File: src/rtl/conv_seq_pkg.sv
// Shared types and constants for the convolution operand sequencer.
// CONV_SEQ_RELU_EN selects ReLU clamping of the written accumulator.
package conv_seq_pkg;

    localparam int unsigned DATA_W = 32;
    localparam int unsigned RD_LAT = 1;

    localparam logic [2:0] ALU_OP_CONV = 3'b111;
    localparam logic [2:0] ALU_OP_NOP  = 3'b000;

    typedef enum logic [2:0] {
        IDLE,
        RD_K,
        RD_I,
        LATCH,
        MAC,
        WRITE,
        DONE
    } state_t;

    // Value written to memory for a finished output pixel.
    function automatic logic [DATA_W-1:0] wr_value(input logic [DATA_W-1:0] acc);
`ifdef CONV_SEQ_RELU_EN
        return acc[DATA_W-1] ? '0 : acc;
`else
        return acc;
`endif
    endfunction

endpackage

File: src/rtl/conv_seq_agen.sv
// Address generator: owns tap/output counters and the image pointer, and
// keeps rd_addr/wr_addr registered one step ahead of the sequencer.
module conv_seq_agen
    import conv_seq_pkg::*;
#(
    parameter int unsigned ADDR_W = 10,
    parameter int unsigned CNT_W  = 8
) (
    input  logic              clk,
    input  logic              rst,
    input  logic              load,
    input  logic              sel_img,
    input  logic              tap_adv,
    input  logic              out_adv,
    input  logic [ADDR_W-1:0] cfg_ker_base,
    input  logic [ADDR_W-1:0] cfg_img_base,
    input  logic [ADDR_W-1:0] cfg_img_stride,
    input  logic [ADDR_W-1:0] cfg_out_base,
    output logic [CNT_W-1:0]  tap_cnt,
    output logic [CNT_W-1:0]  out_cnt,
    output logic [ADDR_W-1:0] rd_addr,
    output logic [ADDR_W-1:0] wr_addr
);

    logic [ADDR_W-1:0] ker_base;
    logic [ADDR_W-1:0] img_stride;
    logic [ADDR_W-1:0] img_ptr;

    // rd_addr normally points at the next kernel word; it switches to the
    // image word only for the RD_I cycle.
    always_ff @(posedge clk) begin
        if (rst) begin
            ker_base   <= '0;
            img_stride <= '0;
            img_ptr    <= '0;
            tap_cnt    <= '0;
            out_cnt    <= '0;
            rd_addr    <= '0;
            wr_addr    <= '0;
        end else if (load) begin
            ker_base   <= cfg_ker_base;
            img_stride <= cfg_img_stride;
            img_ptr    <= cfg_img_base;
            tap_cnt    <= '0;
            out_cnt    <= '0;
            rd_addr    <= cfg_ker_base;
            wr_addr    <= cfg_out_base;
        end else if (tap_adv) begin
            tap_cnt <= tap_cnt + CNT_W'(1);
            rd_addr <= ker_base + ADDR_W'(tap_cnt) + ADDR_W'(1);
        end else if (out_adv) begin
            out_cnt <= out_cnt + CNT_W'(1);
            img_ptr <= img_ptr + img_stride;
            tap_cnt <= '0;
            rd_addr <= ker_base;
            wr_addr <= wr_addr + ADDR_W'(1);
        end else if (sel_img) begin
            rd_addr <= img_ptr + ADDR_W'(tap_cnt);
        end
    end

endmodule

File: src/rtl/conv_operand_sequencer.sv
// CNN-offload sequencer: fetches kernel/image words, drives the ALU conv op,
// accumulates per output pixel and writes results back. Macro: CONV_SEQ_RELU_EN.
module conv_operand_sequencer
    import conv_seq_pkg::*;
#(
    parameter int unsigned ADDR_W = 10,
    parameter int unsigned CNT_W  = 8
) (
    input  logic              clk,
    input  logic              rst,
    input  logic              start,
    input  logic [ADDR_W-1:0] cfg_ker_base,
    input  logic [ADDR_W-1:0] cfg_img_base,
    input  logic [ADDR_W-1:0] cfg_img_stride,
    input  logic [ADDR_W-1:0] cfg_out_base,
    input  logic [CNT_W-1:0]  cfg_taps,
    input  logic [CNT_W-1:0]  cfg_num_out,
    output logic              rd_en,
    output logic [ADDR_W-1:0] rd_addr,
    input  logic [31:0]       rd_data,
    output logic              wr_en,
    output logic [ADDR_W-1:0] wr_addr,
    output logic [31:0]       wr_data,
    input  logic              wr_ready,
    output logic [31:0]       alu_a,
    output logic [31:0]       alu_b,
    output logic [2:0]        alu_ctrl,
    input  logic [31:0]       alu_result,
    output logic              busy,
    output logic              done,
    output logic              acc_ovf
);

    state_t             state;
    logic [31:0]        acc;
    logic [CNT_W-1:0]   taps_q;
    logic [CNT_W-1:0]   num_out_q;
    logic [CNT_W-1:0]   tap_cnt;
    logic [CNT_W-1:0]   out_cnt;
    logic [RD_LAT-1:0]  rd_pend;

    logic        load_c;
    logic        sel_img_c;
    logic        tap_adv_c;
    logic        out_adv_c;
    logic [31:0] sum_c;
    logic        ovf_c;

    assign load_c    = (state == IDLE) && start;
    assign sel_img_c = (state == RD_K);
    assign tap_adv_c = (state == MAC);
    assign out_adv_c = (state == WRITE) && wr_ready;

    assign sum_c = acc + alu_result;
    assign ovf_c = (acc[31] == alu_result[31]) && (sum_c[31] != acc[31]);

    conv_seq_agen #(
        .ADDR_W (ADDR_W),
        .CNT_W  (CNT_W)
    ) u_agen (
        .clk            (clk),
        .rst            (rst),
        .load           (load_c),
        .sel_img        (sel_img_c),
        .tap_adv        (tap_adv_c),
        .out_adv        (out_adv_c),
        .cfg_ker_base   (cfg_ker_base),
        .cfg_img_base   (cfg_img_base),
        .cfg_img_stride (cfg_img_stride),
        .cfg_out_base   (cfg_out_base),
        .tap_cnt        (tap_cnt),
        .out_cnt        (out_cnt),
        .rd_addr        (rd_addr),
        .wr_addr        (wr_addr)
    );

    // Sequencer FSM, accumulator and all registered outputs.
    always_ff @(posedge clk) begin
        if (rst) begin
            state     <= IDLE;
            rd_en     <= 1'b0;
            wr_en     <= 1'b0;
            wr_data   <= '0;
            alu_a     <= '0;
            alu_b     <= '0;
            alu_ctrl  <= ALU_OP_NOP;
            busy      <= 1'b0;
            done      <= 1'b0;
            acc_ovf   <= 1'b0;
            acc       <= '0;
            taps_q    <= '0;
            num_out_q <= '0;
            rd_pend   <= '0;
        end else begin
            rd_pend <= RD_LAT'({rd_pend, rd_en});
            done    <= 1'b0;
            case (state)
                IDLE: begin
                    if (start) begin
                        taps_q    <= cfg_taps;
                        num_out_q <= cfg_num_out;
                        acc       <= '0;
                        acc_ovf   <= 1'b0;
                        if (cfg_num_out == '0) begin
                            state <= DONE;
                            done  <= 1'b1;
                        end else begin
                            busy <= 1'b1;
                            if (cfg_taps == '0) begin
                                state   <= WRITE;
                                wr_en   <= 1'b1;
                                wr_data <= wr_value('0);
                            end else begin
                                state <= RD_K;
                                rd_en <= 1'b1;
                            end
                        end
                    end
                end
                RD_K: state <= RD_I;
                RD_I: begin
                    if (rd_pend[RD_LAT-1]) alu_b <= rd_data;
                    rd_en <= 1'b0;
                    state <= LATCH;
                end
                LATCH: begin
                    if (rd_pend[RD_LAT-1]) alu_a <= rd_data;
                    alu_ctrl <= ALU_OP_CONV;
                    state    <= MAC;
                end
                MAC: begin
                    acc      <= sum_c;
                    acc_ovf  <= acc_ovf | ovf_c;
                    alu_ctrl <= ALU_OP_NOP;
                    if (tap_cnt + CNT_W'(1) == taps_q) begin
                        state   <= WRITE;
                        wr_en   <= 1'b1;
                        wr_data <= wr_value(sum_c);
                    end else begin
                        state <= RD_K;
                        rd_en <= 1'b1;
                    end
                end
                WRITE: begin
                    if (wr_ready) begin
                        acc <= '0;
                        if (out_cnt + CNT_W'(1) == num_out_q) begin
                            state <= DONE;
                            wr_en <= 1'b0;
                            busy  <= 1'b0;
                            done  <= 1'b1;
                        end else if (taps_q == '0) begin
                            wr_data <= wr_value('0);
                        end else begin
                            state <= RD_K;
                            wr_en <= 1'b0;
                            rd_en <= 1'b1;
                        end
                    end
                end
                DONE:    state <= IDLE;
                default: state <= IDLE;
            endcase
        end
    end

endmodule

File: config.mk
export PLATFORM = sky130hd
export DESIGN_NAME = conv_operand_sequencer
export DESIGN_NICKNAME = d
export VERILOG_FILES = /design/src/rtl/conv_seq_pkg.sv /design/src/rtl/conv_seq_agen.sv /design/src/rtl/conv_operand_sequencer.sv
export SDC_FILE = /design/constraint.sdc
export NUM_CORES = 1
export LEC_CHECK = 0
export CELL_PAD_IN_SITES_DETAIL_PLACEMENT = 0
export CELL_PAD_IN_SITES_GLOBAL_PLACEMENT = 1
export CORE_ASPECT_RATIO = 0.75
export CORE_UTILIZATION = 41
export CTS_CLUSTER_DIAMETER = 150
export DETAILED_ROUTE_END_ITERATION = 16
export DONT_BUFFER_PORTS = 1
export PLACE_DENSITY = 0.68
export SYNTH_ARGS = -nofsm -noshare
export SYNTH_HDL_FRONTEND = slang
export SYNTH_SLANG_ARGS = --single-unit
File: constraint.sdc
create_clock -name clk -period 5 [get_ports clk]
set_input_delay 1 -clock clk [delete_from_list [all_inputs] [get_ports clk]]
set_output_delay 1 -clock clk [all_outputs]
set_load 0.01 [all_outputs]
* After elaboration in Yosys (flattened, before gate mapping)
Index checks and enable logic that the tools add are counted.
Word-level totals: register bits after elaboration 222, input port bits 124, output and inout port bits 124, word-level logic and storage cells 141
Operators by class: $add $sub $neg 8, equal/unequal tests 22, mux-type cells 60, bitwise gates (word level) 2, reductions and logical operators 28
Operators with widths (count):
- 32-bit 2-to-1 mux | 9
- 32-bit one-hot mux with 3 select lines | 2
- 10-bit 2-to-1 mux | 10
- 32-bit adder | 1
- 8-bit logical NOT | 3
- 1-bit 2-to-1 mux | 23
- 3-bit 2-to-1 mux | 7
- 10-bit by 1-bit adder with 10-bit output, second input constant | 2
- 10-bit by 8-bit adder with 10-bit output | 2
- 3-bit one-hot mux with 6 select lines | 1
- 8-bit by 1-bit adder with 8-bit output, second input constant | 2
- 8-bit equality test | 2
- 8-bit 2-to-1 mux | 2
- 2-bit inequality test, second input constant | 8
- 8-bit AND reduction | 2
- 2-bit AND reduction | 6
- 10-bit adder | 1
- 2-bit nonzero test | 5
- 2-bit by 1-bit inequality test with 1-bit output, second input constant | 4
- 4-bit nonzero test | 2
- 7-bit AND reduction | 1
- 3-bit by 2-bit equality test with 1-bit output, second input constant | 2
- 3-bit equality test, second input constant | 2
- 1-bit one-hot mux with 2 select lines | 3
- other kinds (15) | 18

* Longest topological paths before layout
Gate-level depths: netlist of run 1.
word-level depth 5, mapped depth 13, mapped depth without buffers 12

* Hierarchy
A second synthesis of run 1 with hierarchy kept.
Second synthesis, totals: cells, all modules 1479, area total of the unflattened synthesis 11803.8 um2
Modules (own cells, without submodules):
- conv_operand_sequencer | instances 1, cells an instance 995, area each 7703.6 um2, seq. area each 3083.0 um2
- conv_seq_agen | instances 1, cells an instance 484, area each 4100.2 um2, seq. area each 1321.3 um2

* Worst setup path after synthesis of run 1
Ideal clock, no wire load.
path type input to register, from input port alu_result[19], to register wr_data[29], setup time 0.128 ns, arrival time 3.041 ns, required time 4.872 ns, setup slack 1.831 ns, stages on the path 8, buffers on the path 0, cells stage by stage ha_1 > a21o_1 > a31o_2 > a221o_1 > a221o_1 > a31o_2 > o311ai_1 > o21ai_1
Between the ends: word-level cells in the longest chain between the ends 3
Ends and longest elaborated chain:
- start, declared | RTL line conv_operand_sequencer.sv:28 | input logic [31:0] alu_result,
- 32-bit adder | RTL line conv_operand_sequencer.sv:54 | assign sum_c = acc + alu_result;
- 32-bit 2-to-1 mux | RTL line conv_operand_sequencer.sv:135 | if (tap_cnt + CNT_W'(1) == taps_q) begin
- 32-bit one-hot mux with 3 select lines | RTL line conv_operand_sequencer.sv:97 | case (state)
- end signal, assigned | RTL line conv_operand_sequencer.sv:112 | wr_data <= wr_value('0);
- end signal, assigned | RTL line conv_operand_sequencer.sv:138 | wr_data <= wr_value(sum_c);
- end signal, assigned | RTL line conv_operand_sequencer.sv:153 | wr_data <= wr_value('0);
- end, declared | RTL line conv_operand_sequencer.sv:23 | output logic [31:0] wr_data,
No other way between the ends. The select of a mux whose other input is x is not followed. A chain may end at the register's enable or synchronous reset.

* Final worst setup path of run 1
from register u_agen.tap_cnt[1], to register wr_data[23]
Between the ends: word-level cells in the longest chain between the ends 4
Ends and longest elaborated chain:
- start, declared | RTL line conv_seq_agen.sv:19 | output logic [CNT_W-1:0] tap_cnt,
- start signal, assigned | RTL line conv_seq_agen.sv:49 | tap_cnt <= tap_cnt + CNT_W'(1);
- 8-bit by 1-bit adder with 8-bit output | RTL line conv_operand_sequencer.sv:135
- 8-bit equality test | RTL line conv_operand_sequencer.sv:135
- 2-bit by 1-bit inequality test with 1-bit output (no line)
- 8-bit AND reduction (no line)
No other way between the ends.

==> results of run 1 <==
-- worst max-delay path by stage --
stage,start,endpoint,slack (ns),cells after the start
floorplan,alu_result[19],wr_data[29],1.83,8
global placement,alu_result[0],acc[26],1.38,10
detailed placement,alu_result[0],acc[26],1.35,10
CTS,u_agen.tap_cnt[1],wr_data[23],1.55,8
global route,u_agen.tap_cnt[1],wr_data[23],1.21,9
finish,u_agen.tap_cnt[1],wr_data[23],1.53,8
-- synth_stat cells, types with 4 or more instances --
cell,instances
fa_1,4
a221oi_1,4
a41oi_1,4
and3_1,18
or2_2,5
buf_1,8
nor2b_1,9
dfxtp_1,220
xnor2_1,50
a31oi_1,12
nand3_1,45
nor2_1,109
a21o_1,25
nor3_1,23
a22o_1,4
a22oi_1,23
clkbuf_1,72
o211ai_1,9
nor3b_1,5
a21boi_0,6
inv_1,18
nand2_1,309
a311oi_1,7
nand4_1,15
a2111oi_0,4
xor2_1,31
a211oi_1,23
a211o_1,5
mux2i_1,4
buf_6,5
and2_1,6
or3_1,9
ha_1,59
o21ai_0,49
or4_1,4
a21oi_1,199
nor4_1,7
-- layout by cell type, fill, tap and decap left out, types with 11 or more instances in the layout --
cell type	synthesis	layout
a22oi_1	23	23
nand2_1	309	308
nor3_1	23	22
nand4_1	15	15
and3_1	18	18
dfxtp_1	220	220
a31oi_1	12	12
a21oi_1	199	199
nor2_1	109	108
nand3_1	45	45
clkbuf_16	0	24
ha_1	59	59
a21o_1	25	25
o21ai_0	49	49
xnor2_1	50	50
a211oi_1	23	23
xor2_1	31	31
buf_4	2	11
inv_1	18	18
-- logic make-up after synthesis --
logic type,after synthesis,share of synthesized area [%]
AO/OA/AOI/OAI,412,22.4
XOR/XNOR,81,6.16
adder cells (fa/ha/maj),63,7.11
buffers and inverters,110,4.02
flip-flops,220,38.3
multiplexers,4,0.348
AND/OR/NAND/NOR,574,21.7
-- power by group through the flow --
stage	clock, uW	sequential, uW	combinational (uW)
CTS	1910	2120	1230
global placement	0	2160	1220
floorplan	0	2080	1020
global route	1980	2150	1390
finish	1860	2120	1230
detailed placement	0	2160	1230
-- metrics by stage --
| stage | hold WS, ns | cells | setup WS [ns] | cell area, um^2 |
|---|---|---|---|---|
| 4_1_cts | 0.455 | 1777 | 1.55 | 12500 |
| 6_report | 0.460 | 1777 | 1.53 | 12500 |
| 5_1_grt | 0.473 | 1777 | 1.21 | 12500 |
| 2_1_floorplan | 0.429 | 1464 | 1.83 | 11500 |
| 3_3_place_gp | 0.445 | 1735 | 1.38 | 11700 |
| 3_5_place_dp | 0.448 | 1735 | 1.35 | 11700 |
-- metal layers --
| layer | vias to the layer above | track usage [%] |
|---|---|---|
| li1 | 5052 | - |
| met1 | 4758 | 34.3 |
| met2 | 289 | 31.9 |
| met3 | 38 | 7.05 |
| met4 | 0 | 4.76 |
| met5 | - | 0 |
-- state kept, by name, indices dropped and copies added (netlist names), 10 cells and up --
signal	flops
acc	32
alu_a	32
alu_b	32
wr_data	32
u_agen.img_ptr	10
u_agen.img_stride	10
u_agen.ker_base	10
u_agen.rd_addr	10
u_agen.wr_addr	10
-- worst register-to-register path, stage by stage, from the launching register on --
cell and delay [ns]:
dfxtp_1 0.59, nand3_1 0.27, or4_1 0.51, and3_1 0.17, nor4_2 0.38, a21oi_1 0.22
a31oi_4 0.84, nand2_1 0.22, o21ai_0 0.20
-- area by class of cell --
class	count	area share [%]
timing repair buffer	11	0.662
tap	351	3.52
multi-input combinational	1134	53.4
sequential	220	35.3
clock buffer	36	5.58
inverter	19	0.572
clock inverter	6	0.933
==> flow_metrics.env, run 1 <==
export IMPL_syn_num_nets=1651
export IMPL_wl_met2_um=13400
export IMPL_wl_met3_um=3020
export IMPL_slew_headroom_pct=34.0
export IMPL_swShare_pct=33.2
export IMPL_start_util_pct=42.2
export IMPL_cts_sinks=220
export IMPL_end_kind="flip-flop"
export IMPL_fin_crit_sh_pct=69.5
export IMPL_vias=10100
export IMPL_power_total_uw=5220
export IMPL_ioPinCount=248
export IMPL_min_to="u_agen.img_stride[6]"
export IMPL_max_slew_worst_pin_slew_ns=0.990
export IMPL_seq_area_mm2=0.00440
export IMPL_leakagePower_uw=0.00470
export IMPL_grt_pass1_wl_um=52900
export IMPL_grt_overflow=0
export IMPL_internal_power_uw=3490
export IMPL_numCtsBuffers=24
export IMPL_clock_fmax_mhz=288
export IMPL_cp_max_fo=26
export IMPL_antenna_diode_count=0
export IMPL_ys_warn_count=0
export IMPL_final_util_pct=45.8
export IMPL_synth_main_ff_cell="dfxtp_1"
export IMPL_fin_crit_ns=3.47
export IMPL_setup_viol=0
export IMPL_path_delay_family="simple AND/OR/NAND/NOR gates"
export IMPL_grt_usage_pct=23.0
export IMPL_max_cap_violations=0
export IMPL_p_per_area_mw_per_mm2=418
export IMPL_cts_root_buffer="clkbuf_16"
export IMPL_cts_hold_fix_buffers=0
export IMPL_syn_to_final_growth_pct=8.37
export IMPL_synth_distinct_cells=69
export IMPL_path_cells="nand3_1 > or4_1 > and3_1 > nor4_2 > a21oi_1 > a31oi_4 > nand2_1 > o21ai_0"
export IMPL_drive_gt1_share_pct=4.84
export IMPL_gp_congestion=0.861
export IMPL_synth_edff_count=0
export IMPL_post_cts_resized=0
export IMPL_pwr_share_clk_pct=35.6
export IMPL_avgSynthCellArea_um2=7.86
export IMPL_path_class="flip-flop to flip-flop"
export IMPL_yosysSeqAreaShare_pct=38.3
export IMPL_pwr_share_seq_pct=40.7
export IMPL_cts_max_level=1
export IMPL_hold_class="flip-flop to flip-flop"
export IMPL_routed_wl_um=33800
export IMPL_slew_viol_final=0
export IMPL_num_nets_final=1597
export IMPL_core_area_mm2=0.0273
export IMPL_antenna_left=0
export IMPL_outcome="completed"
export IMPL_drc=0
export IMPL_top_layer="met4"
export IMPL_drt_pass1_iter_count=5
export IMPL_viasPerCell=5.70
export IMPL_die_area_mm2=0.0288
export IMPL_cts_buffer_depth=3
export IMPL_ir_drop_uv=242
export IMPL_rr_endpoint="wr_data[23]"
export IMPL_cp_buffers_inverters=0
export IMPL_grt_max_degree=189
export IMPL_syn_area_mm2=0.0115
export IMPL_arrival_ns=3.94
export IMPL_multi_input_area_mm2=0.00667
export IMPL_ff2ff_path_depth=8
export IMPL_netlist_top_cell_by_area="dfxtp_1"
export IMPL_wl_met1_um=16800
export IMPL_cts_reportedPaths_clkPinSlew_ns=0.06
export IMPL_finalSetupTns_ns=0
export IMPL_die_x_um=195
export IMPL_synth_area_leaders="dfxtp_1, nand2_1, a21oi_1"
export IMPL_holdPathStages=2
export IMPL_fillers=2750
export IMPL_p_sw_uw=1730
export IMPL_rsz0062_at_grt="false"
export IMPL_cts_tree="built"
export IMPL_combPwrFrac_pct=23.7
export IMPL_worstSetupStartpointType="flip-flop"
export IMPL_min_from="u_agen.img_stride[6]"
export IMPL_skew_ns=0.0111
export IMPL_netlist_instances=1464
export IMPL_required_ns=5.46
export IMPL_r2r_start="u_agen.tap_cnt[1]"
export IMPL_synth_seq_cells=220
export IMPL_crit_slowest_cell="a31oi_4"
export IMPL_antenna_found_initial=0
export IMPL_cpPeakStageDelay_ns=0.84
export IMPL_die_h_um=147
export IMPL_clkLatencyLatePin_ns=0.54
export IMPL_rows=52
export IMPL_port_buffers=0
export IMPL_dp_hpwl_um=23500
export IMPL_synth_async_sr_flop_share_pct=0
export IMPL_final_hold_viol_count=0
export IMPL_reg2reg_slack_ns=1.53
export IMPL_post_cts_setup_buffer_count=0
export IMPL_routedWlPerCell_um=19.0
export IMPL_synthDominantCellAreaShare_pct=38.3
export IMPL_grt_pass1_vias=9256
export IMPL_drtIter0Drc=710
(Power assumes the default switching activity.)
==> run 2: changes to the inputs <==
==> constraint.sdc (replaced) <==
create_clock -name clk -period 3.39 [get_ports clk]
set_input_delay 0.678 -clock clk [delete_from_list [all_inputs] [get_ports clk]]
set_output_delay 0.678 -clock clk [all_outputs]
set_load 0.01 [all_outputs]
==> flow_metrics.env, run 2 (synthesis gave the netlist of run 1 again) <==
export IMPL_outcome="completed"
export IMPL_crit_slowest_cell="a2111oi_0"
export IMPL_drive_gt1_share_pct=6.09
export IMPL_fin_crit_sh_pct=95.9
export IMPL_ioPinCount=248
export IMPL_fin_crit_ns=3.25
export IMPL_setup_viol=0
export IMPL_fillers=2793
export IMPL_cts_buffer_depth=3
export IMPL_max_slew_worst_pin_slew_ns=0.739
export IMPL_antenna_left=0
export IMPL_path_cells="ha_1 > a21o_1 > a21o_1 > a2111oi_0 > nor3_1 > a2111oi_0 > buf_4 > xnor2_1 > nand4_1 > nor3b_1"
export IMPL_clock_fmax_mhz=308
export IMPL_final_hold_viol_count=0
export IMPL_design_area_mm2=0.0125
export IMPL_die_area_mm2=0.0288
export IMPL_hold_class="primary input to flip-flop"
export IMPL_skew_ns=0.00996
export IMPL_routed_wl_um=34200
export IMPL_cpPeakStageDelay_ns=0.65
export IMPL_grt_usage_pct=23.2
export IMPL_p_per_area_mw_per_mm2=590
export IMPL_arrival_ns=3.67
export IMPL_vias=10100
export IMPL_cts_reportedPaths_clkPinSlew_ns=0.06
export IMPL_post_cts_setup_buffer_count=0
export IMPL_cts_tree="built"
export IMPL_die_x_um=195
export IMPL_worstSetupStartpointType="flip-flop"
export IMPL_cts_hold_fix_buffers=0
export IMPL_start_util_pct=42.2
export IMPL_leakagePower_uw=0.00475
export IMPL_slew_headroom_pct=50.6
export IMPL_num_nets_final=1621
export IMPL_routedWlPerCell_um=19.0
export IMPL_die_h_um=147
export IMPL_grt_max_degree=189
export IMPL_rsz0062_at_grt="false"
export IMPL_post_dp_cell_area_mm2=0.0119
export IMPL_path_class="flip-flop to flip-flop"
export IMPL_port_buffers=0
export IMPL_cts_sinks=220
export IMPL_cts_max_level=1
export IMPL_finalSetupTns_ns=0
export IMPL_antenna_diode_count=0
export IMPL_end_kind="flip-flop"
export IMPL_dp_hpwl_um=24200
export IMPL_max_cap_violations=0
export IMPL_required_ns=3.81
export IMPL_mostFrequentLayoutCells="nand2_1, dfxtp_1, a21oi_1, nor2_1, ha_1"
export IMPL_grt_pass1_wl_um=53400
export IMPL_grt_overflow=0
export IMPL_drc=0
export IMPL_drt_pass1_iter_count=5
export IMPL_cp_max_fo=5
export IMPL_rows=52
export IMPL_grt_pass1_vias=9330
export IMPL_numCtsBuffers=24
export IMPL_antenna_found_initial=0
export IMPL_crit_path_start="u_agen.img_ptr[1]"
export IMPL_ir_drop_uv=344
export IMPL_cts_root_buffer="clkbuf_16"
export IMPL_layout_commonest_cell="nand2_1"
export IMPL_syn_to_final_growth_pct=8.85
export IMPL_drtIter0Drc=620
export IMPL_viasPerCell=5.65
export IMPL_min_from="rst"
export IMPL_r2r_start="u_agen.img_ptr[1]"
export IMPL_post_cts_resized=0
export IMPL_clkLatencyLatePin_ns=0.54
export IMPL_slew_viol_final=0
export IMPL_core_area_mm2=0.0273
export IMPL_gp_congestion=0.865
run 2: changes by cell type in the layout (fill, tap and decap cells not counted), sizes merged:
cell	previous run	this run
buf	11	35
clkinvlp	0	1
clkinv	4	5
clkbuf	36	32
bufinv	3	0
run 2: area by class of cell:
type	count	area [um^2]	area share, %
clock buffer	32	641	5.11
clock inverter	5	38.8	0.310
inverter	19	71.3	0.569
multi-input combinational	1134	6660	53.2
sequential	220	4400	35.1
tap	351	439	3.50
timing repair buffer	35	275	2.20
run 2: final timing paths:
check / endpoint / slack [ns] / cells past startpoint
max: u_agen.img_ptr[9] / 0.14 / 10
min: u_agen.wr_addr[7] / 0.22 / 1
max reg2reg: u_agen.img_ptr[9] / 0.14 / 10
min reg2reg: acc[28] / 0.46 / 2
run 2: where the power goes:
part	internal [uW]	total, uW	switching [uW]
clock	1310	2370	1060
sequential	2830	3100	271
combinational	728	1920	1190
total	4870	7390	2520
run 2: metal layers:
| layer | routed length, um | vias up | track usage (%) |
|---|---|---|---|
| li1 | - | 5096 | - |
| met1 | 17200 | 4741 | 34.4 |
| met4 | 499 | 0 | 4.49 |
| met2 | 13600 | 270 | 32.6 |
| met5 | 0 | - | 0 |
| met3 | 2870 | 34 | 7.23 |
run 2: critical path: cells and delay by family (launching register included):
kind,cells,cell delay [ns]
compound gates,4,1.69
xor+xnor,1,0.13
flops,1,0.44
simple gates,3,0.39
buf+inv,1,0.22
fa+ha+maj,1,0.27
run 2: per-stage QoR:
| step | total power (uW) | cells | hold WS, ns | setup WS [ns] | utilization (%) |
|---|---|---|---|---|---|
| floorplan | 4560 | 1464 | 0.429 | 0.543 | - |
| global placement | 5050 | 1759 | 0.445 | 0.207 | 43.5 |
| detailed placement | 5070 | 1759 | 0.450 | 0.183 | 43.5 |
| CTS | 7470 | 1796 | 0.194 | 0.184 | 46.0 |
| global route | 7820 | 1796 | 0.200 | 0.00228 | 46.0 |
| finish | 7390 | 1796 | 0.217 | 0.138 | 46.0 |
